--- config.mk ---
export PLATFORM = sky130hd
export DESIGN_NAME = mem_access_unit
export DESIGN_NICKNAME = d
export VERILOG_FILES = /design/src/rtl/mem_access_unit.sv
export SDC_FILE = /design/constraint.sdc
export NUM_CORES = 1
export LEC_CHECK = 0
export ABC_AREA = 0
export CELL_PAD_IN_SITES_DETAIL_PLACEMENT = 0
export CELL_PAD_IN_SITES_GLOBAL_PLACEMENT = 1
export CORE_ASPECT_RATIO = 1.2
export CORE_MARGIN = 4
export CORE_UTILIZATION = 37
export DETAILED_ROUTE_END_ITERATION = 10
export GPL_TIMING_DRIVEN = 0
export PLACE_DENSITY_LB_ADDON = 0.3
export SYNTH_ARGS = -nofsm -noshare
export SYNTH_HDL_FRONTEND = slang
export SYNTH_SLANG_ARGS = --single-unit
--- constraint.sdc ---
create_clock -name clk -period 3.55 [get_ports clk]
set_clock_uncertainty 0.15 [all_clocks]
set_input_delay 0.355 -clock clk [delete_from_list [all_inputs] [get_ports clk]]
set_output_delay 0.355 -clock clk [all_outputs]
set_load 0.01 [all_outputs]
--- src/rtl/mem_access_unit.sv ---
// MEM stage: forwards ALU results to writeback or runs a stalling data-memory
// handshake with a wait timeout. Define MEM_ALIGN_CHECK_EN to reject unaligned accesses.
module mem_access_unit #(
  parameter int unsigned TIMEOUT = 16
) (
  input  logic        clk,
  input  logic        rst,
  input  logic [31:0] alu_result_in,
  input  logic [31:0] store_data_in,
  input  logic        reg_wen_in,
  input  logic        dmem_alu_in,
  input  logic        mem_wen_in,
  input  logic        jr_in,
  input  logic [4:0]  regd_in,
  output logic        dmem_req,
  output logic        dmem_we,
  output logic [31:0] dmem_addr,
  output logic [31:0] dmem_wdata,
  input  logic [31:0] dmem_rdata,
  input  logic        dmem_ack,
  output logic [31:0] wb_data_out,
  output logic        reg_wen_out,
  output logic [4:0]  regd_out,
  output logic        jr_out,
  output logic        stall_out,
  output logic        err_out
);

  localparam logic ST_IDLE   = 1'b0;
  localparam logic ST_ACCESS = 1'b1;
  localparam logic [7:0] WAIT_LAST = 8'(TIMEOUT - 1);

  logic        state_q, state_d;
  logic [7:0]  cnt_q, cnt_d;
  logic [31:0] addr_q, addr_d;
  logic [31:0] wdata_q, wdata_d;
  logic        store_q, store_d;
  logic        load_q, load_d;
  logic        rwen_lat_q, rwen_lat_d;
  logic        jr_lat_q, jr_lat_d;
  logic [4:0]  regd_lat_q, regd_lat_d;
  logic [31:0] wb_data_q, wb_data_d;
  logic        wb_rwen_q, wb_rwen_d;
  logic [4:0]  wb_regd_q, wb_regd_d;
  logic        wb_jr_q, wb_jr_d;
  logic        err_q, err_d;

  logic mem_op;
  logic misalign;
  logic wait_expired;

  assign mem_op = dmem_alu_in | mem_wen_in;

`ifdef MEM_ALIGN_CHECK_EN
  assign misalign = mem_op & (alu_result_in[1:0] != 2'b00);
`else
  assign misalign = 1'b0;
`endif

  assign wait_expired = (cnt_q == WAIT_LAST);

  always_comb begin
    state_d    = state_q;
    cnt_d      = cnt_q;
    addr_d     = addr_q;
    wdata_d    = wdata_q;
    store_d    = store_q;
    load_d     = load_q;
    rwen_lat_d = rwen_lat_q;
    jr_lat_d   = jr_lat_q;
    regd_lat_d = regd_lat_q;
    wb_data_d  = wb_data_q;
    wb_rwen_d  = wb_rwen_q;
    wb_regd_d  = wb_regd_q;
    wb_jr_d    = wb_jr_q;
    err_d      = 1'b0;

    if (state_q == ST_IDLE) begin
      if (misalign) begin
        wb_rwen_d = 1'b0;
        wb_jr_d   = 1'b0;
        err_d     = 1'b1;
      end else if (mem_op) begin
        // A combined load+store request is treated as a store with no writeback
        addr_d     = alu_result_in;
        wdata_d    = store_data_in;
        store_d    = mem_wen_in;
        load_d     = dmem_alu_in & ~mem_wen_in;
        rwen_lat_d = reg_wen_in & ~mem_wen_in;
        jr_lat_d   = jr_in;
        regd_lat_d = regd_in;
        cnt_d      = '0;
        wb_rwen_d  = 1'b0;
        wb_jr_d    = 1'b0;
        state_d    = ST_ACCESS;
      end else begin
        wb_data_d = alu_result_in;
        wb_rwen_d = reg_wen_in;
        wb_regd_d = regd_in;
        wb_jr_d   = jr_in;
      end
    end else begin
      if (dmem_ack) begin
        wb_data_d = load_q ? dmem_rdata : addr_q;
        wb_rwen_d = rwen_lat_q;
        wb_regd_d = regd_lat_q;
        wb_jr_d   = jr_lat_q;
        cnt_d     = '0;
        state_d   = ST_IDLE;
      end else if (wait_expired) begin
        wb_rwen_d = 1'b0;
        wb_jr_d   = 1'b0;
        err_d     = 1'b1;
        cnt_d     = '0;
        state_d   = ST_IDLE;
      end else begin
        wb_rwen_d = 1'b0;
        wb_jr_d   = 1'b0;
        cnt_d     = cnt_q + 8'd1;
      end
    end
  end

  always_ff @(posedge clk or negedge rst) begin
    if (!rst) begin
      state_q    <= ST_IDLE;
      cnt_q      <= '0;
      addr_q     <= '0;
      wdata_q    <= '0;
      store_q    <= 1'b0;
      load_q     <= 1'b0;
      rwen_lat_q <= 1'b0;
      jr_lat_q   <= 1'b0;
      regd_lat_q <= '0;
      wb_data_q  <= '0;
      wb_rwen_q  <= 1'b0;
      wb_regd_q  <= '0;
      wb_jr_q    <= 1'b0;
      err_q      <= 1'b0;
    end else begin
      state_q    <= state_d;
      cnt_q      <= cnt_d;
      addr_q     <= addr_d;
      wdata_q    <= wdata_d;
      store_q    <= store_d;
      load_q     <= load_d;
      rwen_lat_q <= rwen_lat_d;
      jr_lat_q   <= jr_lat_d;
      regd_lat_q <= regd_lat_d;
      wb_data_q  <= wb_data_d;
      wb_rwen_q  <= wb_rwen_d;
      wb_regd_q  <= wb_regd_d;
      wb_jr_q    <= wb_jr_d;
      err_q      <= err_d;
    end
  end

  assign dmem_req   = (state_q == ST_ACCESS);
  assign dmem_we    = dmem_req & store_q;
  assign dmem_addr  = addr_q;
  assign dmem_wdata = wdata_q;

  // The completing cycle (ack or timeout) releases the stall so EX/MEM advances
  assign stall_out = rst & ((state_q == ST_ACCESS) ? (~dmem_ack & ~wait_expired)
                                                   : (mem_op & ~misalign));

  assign wb_data_out = wb_data_q;
  assign reg_wen_out = wb_rwen_q;
  assign regd_out    = wb_regd_q;
  assign jr_out      = wb_jr_q;
  assign err_out     = err_q;

endmodule

# Yosys cells after proc, flatten, opt, wreduce, memory -nomap -nowiden
# Index checks and enable logic that the tools add are counted.
[totals]
regBits = 122
latch_bits = 0
mem_bits_rw = 0
romBits = 0
input_bits = 108
output_inout_bits = 107
wordCells = 56
memories = 0
[classes]
addsub = 1
multipliers = 0
div_mod_pow = 0
n_lt_le_gt_ge = 0
n_eq_ne = 3
shifts = 0
mux = 25
bitwise_logic = 10
reduce_logical = 3
[ops]
columns = ["op", "n"]
rows = [
  ["$mux W32", 4],
  ["$mux W8", 4],
  ["$mux W5", 3],
  ["$mux W1", 14],
  ["$add A8 B1 Y8 const B", 1],
  ["$eq A8 B4 Y1 const B", 1],
  ["$and A1 B1 Y1", 5],
  ["$ne A2 B2 Y1 const B", 2],
  ["$not A1 Y1", 4],
  ["$reduce_and A2 Y1", 2],
  ["$reduce_bool A2 Y1", 1],
  ["$or A1 B1 Y1", 1],
]

# Longest topological paths before layout
[logic_depth]
word_depth = 5
depth_mapped = 6
mapped_depth_nobuf = 4

# Least setup slack after synthesis
# Ideal clock, no wire load.
[synth_timing]
path_type = "reg-to-output"
startpoint = "register cnt_q[4]"
endpoint = "output stall_out"
arrival_ns = 1.303
t_required_ns = 3.045
slack_ns = 1.742
stages_incl_launch_ff = 5
path_buffers = 1
path_cell_list = "dfrtp_1 > buf_6 > or4_4 > o21ai_4 > a21boi_1"
[synth_via]
elab_chain_len = 5
[synth_rtl]
columns = ["item", "line_no", "source"]
rows = [
  ["start, declared", "34", "logic [7:0] cnt_q, cnt_d;"],
  ["start signal, assigned", "142", "cnt_q <= cnt_d;"],
  ["$eq A8 B4 Y1", "60", "assign wait_expired = (cnt_q == WAIT_LAST);"],
  ["$not A1 Y1", "164", "assign stall_out = rst & ((state_q == ST_ACCESS) ? (~dmem_ack & ~wait_expired)"],
  ["$and A1 B1 Y1", "164", ""],
  ["$mux W1", "164", ""],
  ["$and A1 B1 Y1", "164", ""],
  ["end, declared", "25", "output logic stall_out,"],
]
# No other way between the ends.

# Final worst setup path
# Same ends and word-level chain as after synthesis.

==> results_tabular.tex <==
\begin{tabular}{lr}
\hline
Metric & Value \\
\hline
\multicolumn{2}{l}{\textbf{Global routing}} \\
GR Util met1 & 23.9\% \\
Met2 layer usage reported by global route & 32.5\% \\
Met3 track utilization from global routing & approximately 7.6\% \\
Initial antenna violation count & 0 \\
Most utilized layer in the global route result & met2 \\
Number of global-route vias before repair & 5,047 \\
Largest net degree at the start of global routing & 63 \\
Gr ovfl total & 0 \\
First-pass GRT wire length & about 27,000 um \\
Global router's overall resource usage & 19.7\% \\
\multicolumn{2}{l}{\textbf{Outcome}} \\
Outcome & finished clean \\
\multicolumn{2}{l}{\textbf{Power}} \\
Sw Pwr & 2080 uW \\
Static leakage & 0.00369 uW \\
Share of total power in the clock network & 26.4\% \\
Relative contribution of sequential cells to total power & 33.3\% \\
Internal Pwr Total & 4650 uW \\
Sw frac & between 30\% and 40\% \\
Fraction of power consumed by combinational cells & 40.2\% \\
Peak supply drop & between 0.0004 and 0.0005 V \\
Power density of the placed cells & 764 nW/um\^{}2 \\
\multicolumn{2}{l}{\textbf{Clock tree}} \\
Maximum root-to-sink buffer count & 2 \\
Register clock-pin slew on the reported worst setup and hold paths & 0.05 ns \\
Worst-Skew Late Latency & 0.41 ns \\
TritonCTS clock tree & done \\
Number of levels the H-tree was split into & 4 \\
Number of buffers created by CTS & 17 \\
CTS Root Cell & sky130\_fd\_sc\_hd\_\_clkbuf\_16 \\
Clk sink count & 122 \\
\multicolumn{2}{l}{\textbf{Cells and area}} \\
Antenna cells & 0 \\
Area added between synthesis and finish & 52.3\% \\
Proportion of layout cells with a drive suffix above 1 & roughly a fifth \\
Finished Cell Area & slightly below 9000 sq um \\
Layout fillers & 1,313 \\
Number of nets in the finished design & 799 \\
Share of the core filled with cells in the final layout & 58.1\% \\
\multicolumn{2}{l}{\textbf{Synthesis}} \\
Count of flip-flops with a built-in enable after synthesis & 0 \\
Number of distinct standard cells referenced by the synthesized netlist & 40 \\
Total nets after synthesis & 566 \\
Synthesized cell area & between 5000 and 6000 sq um \\
Yosys Warn Count & 0 \\
Proportion of register bits with asynchronous set or reset after synthesis & 100\% \\
Post-Synthesis Mean Instance Area & 12.7 sq um \\
Synthesis-stage register bit count & approximately 120 \\
Post-synth top flop & sky130\_fd\_sc\_hd\_\_dfrtp\_1 \\
Syn Inst Count & $\sim$460 \\
Portion of the post-synthesis area used by sequential elements & 52.8\% \\
\multicolumn{2}{l}{\textbf{Timing}} \\
Number of pins exceeding their max-slew limit in the final report & 0 \\
Setup-failing EPs final & 0 \\
Setup ws final & 0.779 ns \\
Highest achievable clock rate & 0.361 GHz \\
Final hold violation count & 0 \\
RSZ-0062 raised after global routing & no \\
Clock period minus final worst setup slack & 2.77 ns \\
Max-slew headroom at the worst pin & between 60\% and 70\% \\
Actual slew at the worst max-slew pin & 0.593 ns \\
Final hold slack & 0.0667 ns \\
Share of the cycle needed by the critical path after routing & 78.1\% \\
Final-layout setup total negative slack & 0 ns \\
\multicolumn{2}{l}{\textbf{Floorplanning}} \\
Core region area & 15,100 sq um \\
Overall die height & between 100 and 150 um \\
Initial cell density of the core & 38.2\% \\
Die Footprint & 17,700 sq um \\
Die outline width & 122 um \\
Boundary Pins & 215 \\
Std-Cell Rows & 49 \\
\multicolumn{2}{l}{\textbf{Route}} \\
Antenna violation net count after detailed routing & 0 \\
Final routed DRC violation total & 0 \\
Detailed Route Iter0 Violations & 291 \\
Ratio of routed vias to standard cells & 5.11 \\
Vias & approximately 4,600 \\
Total length of routed wires & 17,300 um \\
Number of search-and-repair iterations in the first detailed-routing pass & 5 \\
WL/cell & 19.0 um \\
\multicolumn{2}{l}{\textbf{Critical path}} \\
Data required time of the worst path & 3.04 ns \\
Startpoint types & register \\
Worst setup slack for register-to-register paths & 1.75 ns \\
Category of the most critical setup path & reg2out \\
Crit path DAT & between 2 and 2.5 ns \\
Crit. End Element & primary output \\
Crit path max fanout & 7 \\
\multicolumn{2}{l}{\textbf{Place}} \\
Port Buffer Count & about 210 \\
Global placer's final weighted congestion & between 0.8 and 0.9 \\
Post-placement setup slack & 1.05 ns \\
Standard cell area after detailed placement & 8190 sq um \\
HPWL after DPL & 12,600 um \\
\multicolumn{2}{l}{\textbf{Worst hold path}} \\
Hold WC Path Type & in2reg \\
\multicolumn{2}{l}{\textbf{Flow run}} \\
Max-capacitance violation count & 0 \\
\hline
\end{tabular}
[through the flow]
stage	total power, uW	cells
global route	7100	907
CTS	6810	907
finish	6730	907
detailed placement	5000	874
floorplan	3510	457
global placement	4910	873
[cell usage in the layout (no fill, tap or decap), types with 3 or more instances in the layout]
cell and instances:
sky130_fd_sc_hd__clkdlybuf4s50_1 211, sky130_fd_sc_hd__dfrtp_1 122, sky130_fd_sc_hd__mux2_2 73, sky130_fd_sc_hd__mux2i_1 64
sky130_fd_sc_hd__nor2_1 32, sky130_fd_sc_hd__o21bai_1 27, sky130_fd_sc_hd__a211oi_1 26, sky130_fd_sc_hd__clkbuf_16 17
sky130_fd_sc_hd__buf_2 14, sky130_fd_sc_hd__nand2_1 13, sky130_fd_sc_hd__o21ai_0 13, sky130_fd_sc_hd__nand3_1 11
sky130_fd_sc_hd__buf_6 11, sky130_fd_sc_hd__a21oi_1 9, sky130_fd_sc_hd__buf_4 6, sky130_fd_sc_hd__clkinv_2 5
sky130_fd_sc_hd__clkbuf_1 4, sky130_fd_sc_hd__clkbuf_8 4, sky130_fd_sc_hd__buf_1 3, sky130_fd_sc_hd__mux2_4 3
sky130_fd_sc_hd__bufinv_16 3
[registers in the layout (all words and copies together), names as in the netlist, 5 cells and up]
name	cells
regd_out	5
dmem_wdata	32
cnt_q	8
regd_lat_q	5
wb_data_out	32
dmem_addr	32
[layer usage]
metal  part of all wire (%)  wire (um)  up-vias
li1                       -          -     2122
met1                     39       6790     2314
met2                     50       8660      181
met3                    9.1       1570       21
met4                    1.5        252        0
met5                      0          0        -
[final cells by class]
class	instances	area, sq um	area share [%]
flip-flops and latches	122	3050	34.7
plain buffers	34	243	2.76
clock inverters	8	115	1.31
inverters	3	11.3	0.128
well taps	204	255	2.90
multi-input cells	298	2470	28.1
clock buffers	24	492	5.58
repair buffers	214	2160	24.5
[logic make-up after synthesis]
| logic type | count (synthesis) | share of synthesized area, % |
|---|---|---|
| adders and majority gates | 1 | 0.216 |
| and+or+nand+nor | 71 | 6.04 |
| DFF | 122 | 52.8 |
| muxes | 140 | 26.1 |
| buffers and inverters | 37 | 4.39 |
| AOI/OAI and AO/OA | 86 | 10.5 |
[what timing repair did]
item                                   CTS  global route
endpoints found under the hold margin   60             0
gates resized for setup                  0             0
hold buffers                             1             0
buffers inserted                         0             0
[worst max-delay path: stages, from the launching register on]
cell                              delay [ns]
sky130_fd_sc_hd__dfrtp_1                0.37
sky130_fd_sc_hd__buf_6                  0.13
sky130_fd_sc_hd__or4_4                  0.55
sky130_fd_sc_hd__o21ai_4                0.23
sky130_fd_sc_hd__a21boi_1               0.10
sky130_fd_sc_hd__clkdlybuf4s50_1        0.49
[power groups by stage]
stage / Sequential [uW] / Combinational (uW) / Clock, uW
after floorplan: 2440 / 1070 / 0
after global placement: 2230 / 2690 / 0
after detailed placement: 2260 / 2740 / 0
after CTS: 2250 / 2750 / 1820
after global routing: 2320 / 2910 / 1880
final: 2240 / 2710 / 1780
[final timing paths]
path / start / to / cells after the start
min reg2reg: regd_lat_q[1]$_DFFE_PN0P_ / regd_lat_q[1]$_DFFE_PN0P_ / 1
min in group asynchronous: rst / wb_data_out[21]$_DFFE_PN0P_ / 2
max reg2reg: dmem_req$_DFF_PN0_ / wb_data_out[9]$_DFFE_PN0P_ / 5
max in group asynchronous: rst / dmem_addr[1]$_DFFE_PN0P_ / 3
max: cnt_q[4]$_DFFE_PN0P_ / stall_out / 5
min: mem_wen_in / load_q$_DFFE_PN0P_ / 2
[synth_stat cells (2+ instances only)]
cell type / n / share of area [%]
sky130_fd_sc_hd__a211oi_1: 26 / 3.4
sky130_fd_sc_hd__a21oi_1: 9 / 0.78
sky130_fd_sc_hd__a22o_1: 2 / 0.30
sky130_fd_sc_hd__buf_1: 3 / 0.19
sky130_fd_sc_hd__buf_2: 14 / 1.2
sky130_fd_sc_hd__buf_4: 6 / 0.78
sky130_fd_sc_hd__buf_6: 10 / 1.9
sky130_fd_sc_hd__dfrtp_1: 122 / 53
sky130_fd_sc_hd__inv_1: 2 / 0.13
sky130_fd_sc_hd__mux2_2: 73 / 14
sky130_fd_sc_hd__mux2_4: 3 / 0.78
sky130_fd_sc_hd__mux2i_1: 64 / 11
sky130_fd_sc_hd__nand2_1: 13 / 0.84
sky130_fd_sc_hd__nand3_1: 11 / 0.95
sky130_fd_sc_hd__nand4_1: 2 / 0.22
sky130_fd_sc_hd__nor2_1: 32 / 2.1
sky130_fd_sc_hd__nor2b_1: 2 / 0.22
sky130_fd_sc_hd__o211ai_1: 2 / 0.26
sky130_fd_sc_hd__o21ai_0: 13 / 1.1
sky130_fd_sc_hd__o21bai_1: 27 / 3.5
sky130_fd_sc_hd__or3_1: 2 / 0.22
No activity file was read; power rests on OpenSTA's default activity.
==> edit: new RTL, same settings <==
Build with the macro `MEM_ALIGN_CHECK_EN` defined.
--- a/src/rtl/mem_access_unit.sv
+++ b/src/rtl/mem_access_unit.sv
@@ -2,2 +2,4 @@
 // handshake with a wait timeout. Define MEM_ALIGN_CHECK_EN to reject unaligned accesses.
+`define MEM_ALIGN_CHECK_EN
+
 module mem_access_unit #(
Check against the original RTL: not equivalent (a bounded check fails within 4 cycles, from zero or initial values and one cycle with rst low).
==> edit against the original RTL <==
Area after synthesis down 3.5%. Total power decreased by 23%. Cell count unchanged. Sequential cell count unchanged. Setup slack lost 270 ps. Final area fell by 2.1%. Via count decreased by 0.82%. First-iteration DRC count fell by 3.8%. Sequential share of layout area is 0.74 points higher. Wire length decreased by 4.0%.
==> edit: results (changes against the original RTL) <==
[metrics] worst setup slack for register-to-register paths: 1530 ps (-220 ps)
[metrics] result of the run: finished, final reports clean
[metrics] share of layout cells above drive strength 1: 12.59% (-8.0 points)
[metrics] number of gates resized after CTS: 0 (unchanged)
[metrics] largest net degree at the start of global routing: 75 (+19%)
[metrics] share of synthesized area occupied by flip-flops and latches: 54.72% (+1.9 points)
[metrics] setup slack after placement: 475.1 ps (-570.0 ps)
[metrics] vias in the first global route: 4,911 (-2.7%)
[metrics] number of hold buffers added after CTS: 1 (unchanged)
[metrics] Crit Path Max Fanout: 10 (+3)
[metrics] number of DRC markers in iteration 0: 280 (-3.8%)
[metrics] fillers: 1,220 (-7.1%)
[metrics] worst ir drop on vdd: 367.4 µV (-13%)
[metrics] leakage component of the power: 3.762 nW (+2.0%)
[metrics] count of synthesis-stage warnings from yosys: 0 (unchanged)
[metrics] first-pass GRT wire length: 26,390 µm (-3.9%)
[metrics] Tightest Pin Transition: 550.3 ps (-42.55 ps)
[metrics] clock network latency to the later pin of the worst-skew pair: 410 ps (about the same)
[metrics] maximum achievable frequency: 0.3286 GHz (-8.9%)
[metrics] mean instance size in the synthesized netlist: 12.15 µm² (-3.9%)
[metrics] diodes inserted: 0 (unchanged)
[metrics] final net count: 803 (+0.50%)
[metrics] class of the most critical hold timing path: in2async
[metrics] post-synthesis cell type count: 37 (-7.5%)
[metrics] leading cell types by count after synthesis: sky130_fd_sc_hd__dfrtp_1, sky130_fd_sc_hd__mux2i_1, sky130_fd_sc_hd__o21ai_0
[metrics] Routed WL: 16,570 µm (-4.0%)
[metrics] count of port buffers added during placement: 214 (+0.94%)
[metrics] top cells by area, synth: sky130_fd_sc_hd__dfrtp_1, sky130_fd_sc_hd__mux2i_1, sky130_fd_sc_hd__mux2_2, sky130_fd_sc_hd__mux2_1, sky130_fd_sc_hd__o21ai_0
[metrics] worst-path cell with the longest stage delay: sky130_fd_sc_hd__clkdlybuf4s50_1
[metrics] Worst Path Arrival: 2540 ps (+270 ps)
[metrics] via count: 4,600 (-0.82%)
[metrics] final estimated routing congestion in global placement: 0.8167 (+1.8%)
[metrics] first-pass iteration count of the detailed router: 4 (-1)
[edit: changes by cell type after synthesis, moves of 24 or more]
cell                       change
sky130_fd_sc_hd__nor2_1       -27
sky130_fd_sc_hd__mux2_1       +34
sky130_fd_sc_hd__o21ai_0      +40
sky130_fd_sc_hd__mux2_2       -38
sky130_fd_sc_hd__o211ai_1     +24
sky130_fd_sc_hd__a211oi_1     -25
sky130_fd_sc_hd__o21bai_1     -27
sky130_fd_sc_hd__nand2_1      +37
[edit: final cells by class]
class	count	area [µm²]	area share, %
Clock buffer	25	525.5	6.096
Timing Repair Buffer	216	2181	25.30
Inverter	1	3.754	0.04354
Buffer	32	175.2	2.032
Tap cell	200	250.2	2.903
Clock inverter	7	85.08	0.9869
Multi-Input combinational cell	304	2347	27.23
Sequential cell	122	3053	35.41
[edit: logic make-up after synthesis]
kind of cell             synth area share [%]
AO/OA/AOI/OAI                           9.868
AND/OR/NAND/NOR                         6.751
flip-flops                              54.72
multiplexers                            25.23
adder cells (fa/ha/maj)                0.2242
buffers and inverters                   3.207
[edit: final timing paths]
path | start | end | depth (start not counted)
worst min-delay path | rst | dmem_addr[24]$_DFFE_PN0P_ | 2
worst min register to register | dmem_wdata[6]$_DFFE_PN0P_ | dmem_wdata[6]$_DFFE_PN0P_ | 1
min in group clk | dmem_wdata[6]$_DFFE_PN0P_ | dmem_wdata[6]$_DFFE_PN0P_ | 1
max in group asynchronous | rst | regd_lat_q[4]$_DFFE_PN0P_ | 3
worst max register to register | dmem_req$_DFF_PN0_ | dmem_wdata[10]$_DFFE_PN0P_ | 5
worst max-delay path | mem_wen_in | stall_out | 7
[edit: per-layer routing]
layer / up-vias / wire (µm) / GRT usage, %
met2: 185 / 8320 / 33.63
met3: 18 / 1474 / 7.873
met5: - / 0 / 0
met4: 0 / 229 / 6.333
met1: 2261 / 6544 / 22.99
li1: 2136 / - / -
[edit: where the power goes]
| group | total [mW] | leakage, nW | switching, mW | internal [mW] |
|---|---|---|---|---|
| clock network | 1.75 | 0.309 | 0.591 | 1.16 |
| registers | 1.92 | 1.48 | 0.209 | 1.71 |
| logic | 1.52 | 1.98 | 0.632 | 0.891 |
| total | 5.19 | 3.76 | 1.43 | 3.76 |
[edit: through the flow]
step                      utilization (%)  cell area, µm²  hold WS, ps
after CTS                           59.07            8621        308.3
after global placement              54.62            7971        310.7
after floorplan                         -            5579       -90.59
after detailed placement            54.82            8000        187.9
final                               59.07            8621        302.2
after global routing                59.07            8621        354.7
[edit: critical path: cells and delay by family]
family	cells	cell delay (ps)
buf+inv	3	1230
simple gates	4	950
